$ cat src/rtl/dsp_seq_pkg.sv
// Shared types and default widths for the dot-product sequencer and its MAC core.
package dsp_seq_pkg;

    localparam int A_W_DEF   = 20;
    localparam int B_W_DEF   = 18;
    localparam int P_W_DEF   = 38;
    localparam int LEN_W_DEF = 8;

    typedef enum logic [1:0] {
        IDLE  = 2'd0,
        ACCUM = 2'd1,
        DONE  = 2'd2
    } state_t;

endpackage

$ cat src/rtl/dsp_mac_core.sv
// Falling-edge registered signed multiply-accumulate; acc_nxt exposes the value
// the register will take so the sequencer can capture a result on the same edge.
module dsp_mac_core
    import dsp_seq_pkg::*;
#(
    parameter int A_W = A_W_DEF,
    parameter int B_W = B_W_DEF,
    parameter int P_W = P_W_DEF
) (
    input  logic                  clk,
    input  logic                  reset,
    input  logic                  clear,
    input  logic                  en,
    input  logic                  sub,
    input  logic signed [A_W-1:0] a,
    input  logic signed [B_W-1:0] b,
    output logic        [P_W-1:0] acc,
    output logic        [P_W-1:0] acc_nxt
);

    localparam int M_W = A_W + B_W;

    logic signed [M_W-1:0] prod;
    logic        [P_W-1:0] prod_ext;

    // Operands widened before multiplying so the product keeps full precision.
    assign prod     = M_W'(a) * M_W'(b);
    assign prod_ext = P_W'(prod);

    always_comb begin
        acc_nxt = acc;
        if (clear) begin
            acc_nxt = '0;
        end else if (en) begin
            acc_nxt = sub ? (acc - prod_ext) : (acc + prod_ext);
        end
    end

    always_ff @(negedge clk) begin
        if (reset) begin
            acc <= '0;
        end else begin
            acc <= acc_nxt;
        end
    end

endmodule

$ cat src/rtl/dsp_dot_product_sequencer.sv
// Job sequencer for the signed MAC: latches length/mode, streams N operand pairs
// into the MAC and returns +/- sum(A*B). All state changes on the falling edge.
module dsp_dot_product_sequencer
    import dsp_seq_pkg::*;
#(
    parameter int A_W   = A_W_DEF,
    parameter int B_W   = B_W_DEF,
    parameter int P_W   = P_W_DEF,
    parameter int LEN_W = LEN_W_DEF
) (
    input  logic                  clk,
    input  logic                  reset,
    input  logic                  start,
    input  logic [LEN_W-1:0]      cfg_len,
    input  logic                  cfg_sub,
    output logic                  busy,
    input  logic                  in_valid,
    output logic                  in_ready,
    input  logic signed [A_W-1:0] a_i,
    input  logic signed [B_W-1:0] b_i,
    output logic                  out_valid,
    input  logic                  out_ready,
    output logic [P_W-1:0]        p_o,
    output state_t                state_dbg
);

    // Handshakes: a transfer happens on the falling edge where valid and ready are
    // both high; in_ready depends only on state, never on in_valid.
    state_t            state_q, state_d;
    logic [LEN_W-1:0]  len_q, count_q;
    logic              sub_q;
    logic [P_W-1:0]    p_q;
    logic [P_W-1:0]    acc, acc_nxt;
    logic              fire, last_pair;
    logic              mac_clear, load_cfg, capture_p, zero_p;

    assign fire      = (state_q == ACCUM) && in_valid;
    assign last_pair = ((count_q + LEN_W'(1)) == len_q);

    always_comb begin
        state_d   = state_q;
        mac_clear = 1'b0;
        load_cfg  = 1'b0;
        capture_p = 1'b0;
        zero_p    = 1'b0;
        case (state_q)
            IDLE: begin
                if (start) begin
                    mac_clear = 1'b1;
                    if (cfg_len != '0) begin
                        load_cfg = 1'b1;
                        state_d  = ACCUM;
                    end else begin
                        zero_p  = 1'b1;
                        state_d = DONE;
                    end
                end
            end
            ACCUM: begin
                if (fire && last_pair) begin
                    capture_p = 1'b1;
                    state_d   = DONE;
                end
            end
            DONE: begin
                if (out_ready) begin
                    state_d = IDLE;
                end
            end
            default: state_d = IDLE;
        endcase
    end

    always_ff @(negedge clk) begin
        if (reset) begin
            state_q <= IDLE;
            len_q   <= '0;
            sub_q   <= 1'b0;
            count_q <= '0;
            p_q     <= '0;
        end else begin
            state_q <= state_d;
            if (load_cfg) begin
                len_q   <= cfg_len;
                sub_q   <= cfg_sub;
                count_q <= '0;
            end else if (fire) begin
                count_q <= count_q + LEN_W'(1);
            end
            // Result is taken from the MAC's next value so it is valid on the last-pair edge.
            if (capture_p) begin
                p_q <= acc_nxt;
            end else if (zero_p) begin
                p_q <= '0;
            end
        end
    end

    dsp_mac_core #(
        .A_W(A_W),
        .B_W(B_W),
        .P_W(P_W)
    ) u_mac (
        .clk    (clk),
        .reset  (reset),
        .clear  (mac_clear),
        .en     (fire),
        .sub    (sub_q),
        .a      (a_i),
        .b      (b_i),
        .acc    (acc),
        .acc_nxt(acc_nxt)
    );

    assign busy      = (state_q == ACCUM) || (state_q == DONE);
    assign in_ready  = (state_q == ACCUM);
    assign out_valid = (state_q == DONE);
    assign p_o       = p_q;
    assign state_dbg = state_q;

endmodule

$ cat config.mk
export PLATFORM = sky130hd
export DESIGN_NAME = dsp_dot_product_sequencer
export DESIGN_NICKNAME = d
export VERILOG_FILES = /design/src/rtl/dsp_seq_pkg.sv /design/src/rtl/dsp_mac_core.sv /design/src/rtl/dsp_dot_product_sequencer.sv
export SDC_FILE = /design/constraint.sdc
export NUM_CORES = 1
export LEC_CHECK = 0
export ABC_CLOCK_PERIOD_IN_PS = 20900
export CAP_MARGIN = 10
export CORE_MARGIN = 8
export CORE_UTILIZATION = 35
export DETAILED_ROUTE_END_ITERATION = 10
export GPL_TIMING_DRIVEN = 0
export PLACE_DENSITY = 0.63
export SYNTH_ARGS = -nofsm -noshare
export SYNTH_HDL_FRONTEND = slang
export SYNTH_SLANG_ARGS = --single-unit
$ cat constraint.sdc
create_clock -name clk -period 20.9 [get_ports clk]
set_input_delay 3.135 -clock clk [delete_from_list [all_inputs] [get_ports clk]]
set_output_delay 3.135 -clock clk [all_outputs]
set_load 0.005 [all_outputs]
# Word-level counts from Yosys, hierarchy flattened
# Cells that the tools add are included.
totals:
  register_bits: 95
  latchBits: 0
  ramBits: 0
  rom_bits: 0
  inputBits: 52
  output_inout_bits: 43
  wordCells: 44
  mem_count: 0
op_classes:
  addsub: 3
  mul: 1
  div: 0
  order_cmp: 0
  n_eq_ne: 6
  shifts: 0
  mux: 20
  bitwise_logic: 0
  n_reduce_logical: 8
op_table:
  columns: ["op", "count"]
  rows:
  - ["two-way mux 38 bit", 5]
  - ["adder 38 bit", 1]
  - ["multiplier 20 x 18 -> 38 bit", 1]
  - ["subtractor 38 bit", 1]
  - ["two-way mux 1 bit", 10]
  - ["adder 8 x 1 -> 8 bit, second input constant", 1]
  - ["equality test 8 bit", 1]
  - ["two-way mux 2 bit", 4]
  - ["nonzero test 8 bit", 1]
  - ["case mux 2 bit (3 select lines)", 1]
  - ["inequality test 2 x 1 -> 1 bit, second input constant", 2]
  - ["AND reduction 3 bit", 1]
  - ["equality test 2 x 1 -> 1 bit, second input constant", 1]
  - ["equality test 2 bit, second input constant", 1]
  - ["logical AND 1 bit", 2]
  - ["logical NOT 2 bit", 1]
  - ["inequality test 2 bit, second input constant", 1]
  - ["nonzero test 2 bit", 1]
  - ["OR reduction 2 bit", 1]
  - ["logical OR 1 bit", 1]

# Logic depth before layout (Yosys ltp)
# Gate-level depths: netlist of run 1.
logic_depth:
  word_depth: 6
  depth_mapped: 40
  ltp_nobuf: 38

# Cells and area by module
# A second synthesis of run 1 with hierarchy kept.
unflattened:
  hier_cells: 2419
  hier_area_um2: 20808.7
by_module_without_submodules:
  columns: ["mod", "n_inst", "cells_each", "area_per_inst_um2", "seq_area_each_um2"]
  rows:
  - ["dsp_mac_core", 1, 2117, 18230.0, 760.7]
  - ["dsp_dot_product_sequencer", 1, 302, 2578.7, 1141.1]

==> results.yml, run 1 <==
clocking:
  numCtsBuffers: 9
  h-tree-depth: 3
  cts_sinks: 95
  clkSlewWorstSetupHoldPaths_ps: 40
  tritoncts_clock_tree: "yes"
  hold_buffers: 0
  clockRootBuffer: "sky130_fd_sc_hd__clkbuf_16"
  cts.path.max_buffers: 2
  clk_latency_ps: 410
sta:
  grt_setup_unrepaired: "yes"
  max_slew_margin_pct: 49.17
  worst_slew_pin_slew_ps: 762.4
  clock_skew_ps: 18.43
  totalNegativeSetupSlack_ps: -12380
  setup_viol: 34
  hold_viol_final: 0
  postLayoutSetupSlackWorst_ps: -895.6
  maxSlewViolCount: 0
grt:
  grt_busiest_layer: "met2"
  gr-usage-met2_pct: 30.53
  grt_start_max_net_pins: 16
  global_route.usage.met1_pct: 24.01
  grt.met3_usage_pct: 2.809
  grt_antenna_before_repair: 0
  grt_pass1_wl_microns: 93630
  global_route.overflow_total: 0
  globalRouteTotalUtil_pct: 18.31
  vias_in_the_first_global_route: 17658
synthesis:
  synthXorXnorAreaFrac_pct: 5.665
  synth.area.mux_share_pct: 0.1548
  synth_ff_type: "sky130_fd_sc_hd__dfxtp_1"
  number_of_distinct_standard_cells_referenced_by_the_synthesized_netlist: 71
  synthSimpleGateAreaFrac_pct: 16.81
  synth_warnings: 0
  synthesis.area_per_instance_sq_um: 8.673
  synthArstFlopShare_pct: 0
  synth_compound_area_share_pct: 11.01
  dominant_combinational_cell_family_by_area_after_synthesis: "adder cells"
  ys_ff_latch: 95
  synth_edf_count: 0
  post_synth_instance_area_sq_mm: 0.01939
  synthesized_nets: 2789
  synth_sequential_area_ratio_pct: 9.806
  synth_cells: 2236
  synth-adder-area-share_pct: 46.34
final_layout:
  layout-area-overhead-vs-synth_pct: 27.61
  mostFrequentLayoutCell: "sky130_fd_sc_hd__inv_1"
  seq_area_sq_mm: 0.001902
  multi_input_area_sq_mm: 0.01677
  post_route_cells_drive_above_1_share_pct: 18.99
  final_core_util_pct: 45.01
  final_cell_mix: "494 x sky130_fd_sc_hd__inv_1, 341 x sky130_fd_sc_hd__fa_1, 271 x sky130_fd_sc_hd__nand2_1"
  layoutNonFillerInstCount: 3291
  n_antenna_cell: 0
  layout.nets: 3091
  finish.instance_area_sq_mm: 0.02475
  filler_cell_count: 5193
run:
  cap_viol_max_count: 0
floorplan:
  floorplan.initialDensity_pct: 35.27
  fp.dieH_microns: 251.4
  io_pins: 95
  num_rows: 86
  overall_die_area_sq_mm: 0.06320
  core_area_sq_mm: 0.05499
  die-width_microns: 251.4
worst_setup_path:
  cp_num_buf_inv: 8
  crit_arrival_ps: 11610
  worstSetupPathType: "in2reg"
  crit_required_ps: 10720
  worst-path-max-fanout: 8
  crit_slowest_cell: "sky130_fd_sc_hd__fa_1"
  critPathMostFrequentCell: "sky130_fd_sc_hd__fa_1"
  worstSetupStartpointType: "primary input"
  critPathMaxStageDelay_ps: 550
  rrSetupSlack_ps: 15900
  cpLargestDelayFamily: "adder cells"
  worst_setup_path_end_kind: "flip-flop"
run_status:
  failing_checks: "setup timing"
  outcome: "complete, but fails checks"
route:
  iteration_0_drc_markers: 855
  post-route-drc-count: 0
  route.antenna.remaining_nets: 0
  dr.pass1.iters: 5
  routed_wirelength_microns: 58490
  post_drt_via_cell_ratio: 5.004
  route.detailed.wl_per_inst_microns: 17.77
  routed-via-count: 16469
placement:
  number_of_cells_after_detailed_placement: 3062
  placed_area_sq_mm: 0.02145
  buffer_ports.inserted: 78
  post-dp-hpwl_microns: 46050
  place.gp.congestion: 0.9420
worst_hold_path:
  kind_of_path_behind_the_tightest_hold_check: "reg2reg"
## state kept, by name, indices dropped and copies added (netlist names)
name,cells
p_o,38
state_dbg,2
sub_q,1
u_mac.acc,38
count_q,8
len_q,8
## layer usage
metal | wire, microns | part of all wire, %
met4 | 2044 | 3.5
met2 | 27670 | 47
met3 | 3626 | 6.2
met5 | 0 | 0
met1 | 25150 | 43
## repair_timing
action                                  4_1_cts  5_1_grt
pin swaps                                   126      157
gates resized for setup                     351      192
buffers inserted                             68       57
hold endpoints to repair                      0        0
endpoints found under the setup margin       50       40
cloned                                        2        2
## cell type report
type / count / area share [%]
multi-input combinational: 1617 / 67.75
timing repair buffer: 199 / 7.750
sequential: 95 / 7.685
inverter: 430 / 6.557
buffer: 91 / 3.832
tap: 748 / 3.782
clock inverter: 102 / 1.734
clock buffer: 9 / 0.9100
## path summary, 6_finish.rpt
kind           start            end  cells past startpoint
min          p_o[34]        p_o[34]                      2
min reg2reg  p_o[34]        p_o[34]                      2
max reg2reg    sub_q  u_mac.acc[37]                     18
max           a_i[5]  u_mac.acc[37]                     37
## tightest hold or removal path, stage by stage (launching register included)
cell	delay (ps)
sky130_fd_sc_hd__dfxtp_1	300
sky130_fd_sc_hd__nand2_1	50
sky130_fd_sc_hd__o21ai_1	50
## cell usage after synthesis, drive strengths merged (4+ instances only)
master   instances  area share, %
nor3            19           0.49
nor2            90            1.7
clkbuf          84            1.6
buf              9           0.26
and3            12           0.39
a31oi           16           0.52
nand2b          17           0.55
xnor2           86            3.9
o211ai           8           0.34
nand3           14           0.36
a22o            27            1.2
a211oi          14           0.62
or3              5           0.16
xor2            36            1.7
inv            431            8.3
o21ai           49            1.3
a311oi           5           0.23
a22oi            4           0.15
nand2          286            5.5
a21o            27            1.0
a21oi          129            3.4
o21bai          10           0.39
ha             139            9.0
nor4             8           0.34
o21a             7           0.27
and2           181            5.8
fa             362             37
nand4           13           0.48
dfxtp           95            9.8
nor3b            4           0.18
a2111oi          5           0.32
nor2b            6           0.19
## per-stage QoR
stage	worst slack, ps	hold slack [ps]
2_1_floorplan	-277.8	436.2
3_3_place_gp	-2322	437.2
3_5_place_dp	-2399	444.7
4_1_cts	-717.9	447.6
5_1_grt	-1071	474.2
6_report	-895.6	442.6
## logic make-up (layout without fill, tap and decap cells)
group	Yosys count	in the layout
adders and majority gates	501	501
buffers and inverters	524	831
muxes	3	3
and+or+nand+nor	665	665
AOI/OAI and AO/OA	325	325
DFF	95	95
xor gates and xnor gates	123	123
Power of run 1 is left out: the tool's default activity adds up to more than one toggle a clock period on the data nets, which glitch-free logic cannot reach.
==> run 2: changes to the inputs <==
- CAP_MARGIN: 10 -> 15
- RECOVER_POWER: default -> 100
==> results.yml, run 2 (synthesis results as in run 1) <==
run_status:
  outcome: "complete, but fails checks"
  failing_checks: "setup timing"
worst_setup_path:
  critPathMaxStageDelay_ps: 550
  critPathMostFrequentCell: "sky130_fd_sc_hd__fa_1"
  worst-path-max-fanout: 8
  crit_slowest_cell: "sky130_fd_sc_hd__fa_1"
  crit_required_ps: 10720
  crit_arrival_ps: 11630
  worstSetupStartpointType: "primary input"
  worst_setup_path_end_kind: "flip-flop"
  worstSetupPathType: "in2reg"
clocking:
  tritoncts_clock_tree: "yes"
  cts.path.max_buffers: 2
  cts_sinks: 95
  clk_latency_ps: 410
  h-tree-depth: 3
  clockRootBuffer: "sky130_fd_sc_hd__clkbuf_16"
  clkSlewWorstSetupHoldPaths_ps: 40
  hold_buffers: 0
  numCtsBuffers: 9
placement:
  placed_area_sq_mm: 0.02145
  buffer_ports.inserted: 78
  post-dp-hpwl_microns: 46050
  pre_cts_ws_ps: -2399
  place.gp.congestion: 0.9420
sta:
  maxSlewViolCount: 0
  max_slew_margin_pct: 49.11
  hold_viol_final: 0
  totalNegativeSetupSlack_ps: -13340
  clock_skew_ps: 19.23
  setup_viol: 34
  worst_slew_pin_slew_ps: 763.3
  grt_setup_unrepaired: "yes"
  postLayoutSetupSlackWorst_ps: -909.8
final_layout:
  post_route_cells_drive_above_1_share_pct: 18.91
  finish.instance_area_sq_mm: 0.02474
  mostFrequentLayoutCell: "sky130_fd_sc_hd__inv_1"
  layout.nets: 3091
  n_antenna_cell: 0
  layout-area-overhead-vs-synth_pct: 27.55
  final_cell_mix: "494 x sky130_fd_sc_hd__inv_1, 341 x sky130_fd_sc_hd__fa_1, 271 x sky130_fd_sc_hd__nand2_1"
  final_core_util_pct: 44.99
route:
  routed_wirelength_microns: 58560
  route.antenna.remaining_nets: 0
  routed_length_on_met1_microns: 25270
  route.detailed.wl_per_inst_microns: 17.79
  post_drt_via_cell_ratio: 5.006
  dr.pass1.iters: 5
  post-route-drc-count: 0
  dr_wl_met3_microns: 3567
  maxUsedRoutingLayer: "met4"
  met2WireLength_microns: 27710
  routed-via-count: 16475
  iteration_0_drc_markers: 883
floorplan:
  overall_die_area_sq_mm: 0.06320
  io_pins: 95
  fp.dieH_microns: 251.4
  core_area_sq_mm: 0.05499
  num_rows: 86
  floorplan.initialDensity_pct: 35.27
  die-width_microns: 251.4
grt:
  vias_in_the_first_global_route: 17658
  grt_start_max_net_pins: 16
  grt_antenna_before_repair: 0
  global_route.overflow_total: 0
  grt_pass1_wl_microns: 93630
  globalRouteTotalUtil_pct: 18.31
run:
  cap_viol_max_count: 0
worst_hold_path:
  kind_of_path_behind_the_tightest_hold_check: "reg2reg"
==> run 2: repair_timing <==
item	CTS	global route
cloned	2	2
endpoints found under the setup margin	50	40
buffers inserted	68	57
pin swaps	126	157
hold endpoints to repair	0	0
gates resized for setup	351	192
==> run 2: critical path: cells and delay by family <==
kind,cells,cell delay [ps]
buffers and inverters,8,770
adders and majority gates,8,3720
AOI/OAI and AO/OA,8,1680
and+or+nand+nor,10,1670
xor gates and xnor gates,3,650
==> run 2: layout make-up <==
cell class | instances | area (sq um)
plain buffers | 91 | 948.4
clock buffers | 9 | 225.2
clock inverters | 102 | 429.2
fillers | 5194 | 30250
inverters | 430 | 1623
multi-input cells | 1617 | 16760
flip-flops and latches | 95 | 1902
well taps | 748 | 935.9
repair buffers | 199 | 1918
==> run 2: stage by stage <==
stage,instances,hold slack [ps]
after CTS,3238,447.6
final,3291,439.6
after floorplan,2236,436.2
after global routing,3291,471.2
after global placement,3062,437.2
after detailed placement,3062,444.7
==> run 2: worst paths after layout <==
check	from	end	slack, ps	cells after the start
min	p_o[34]	p_o[34]	440	2
max reg2reg	sub_q	u_mac.acc[37]	15910	18
max	a_i[5]	u_mac.acc[37]	-910	37
min reg2reg	p_o[34]	p_o[34]	440	2
==> run 2: layer usage <==
metal / vias to the layer above / global-route usage (%)
met4: 0 / 6.452
met1: 8263 / 24.01
met3: 124 / 2.809
met2: 544 / 30.53
li1: 7544 / -
met5: - / 0
Power of run 2 is left out for the same reason.
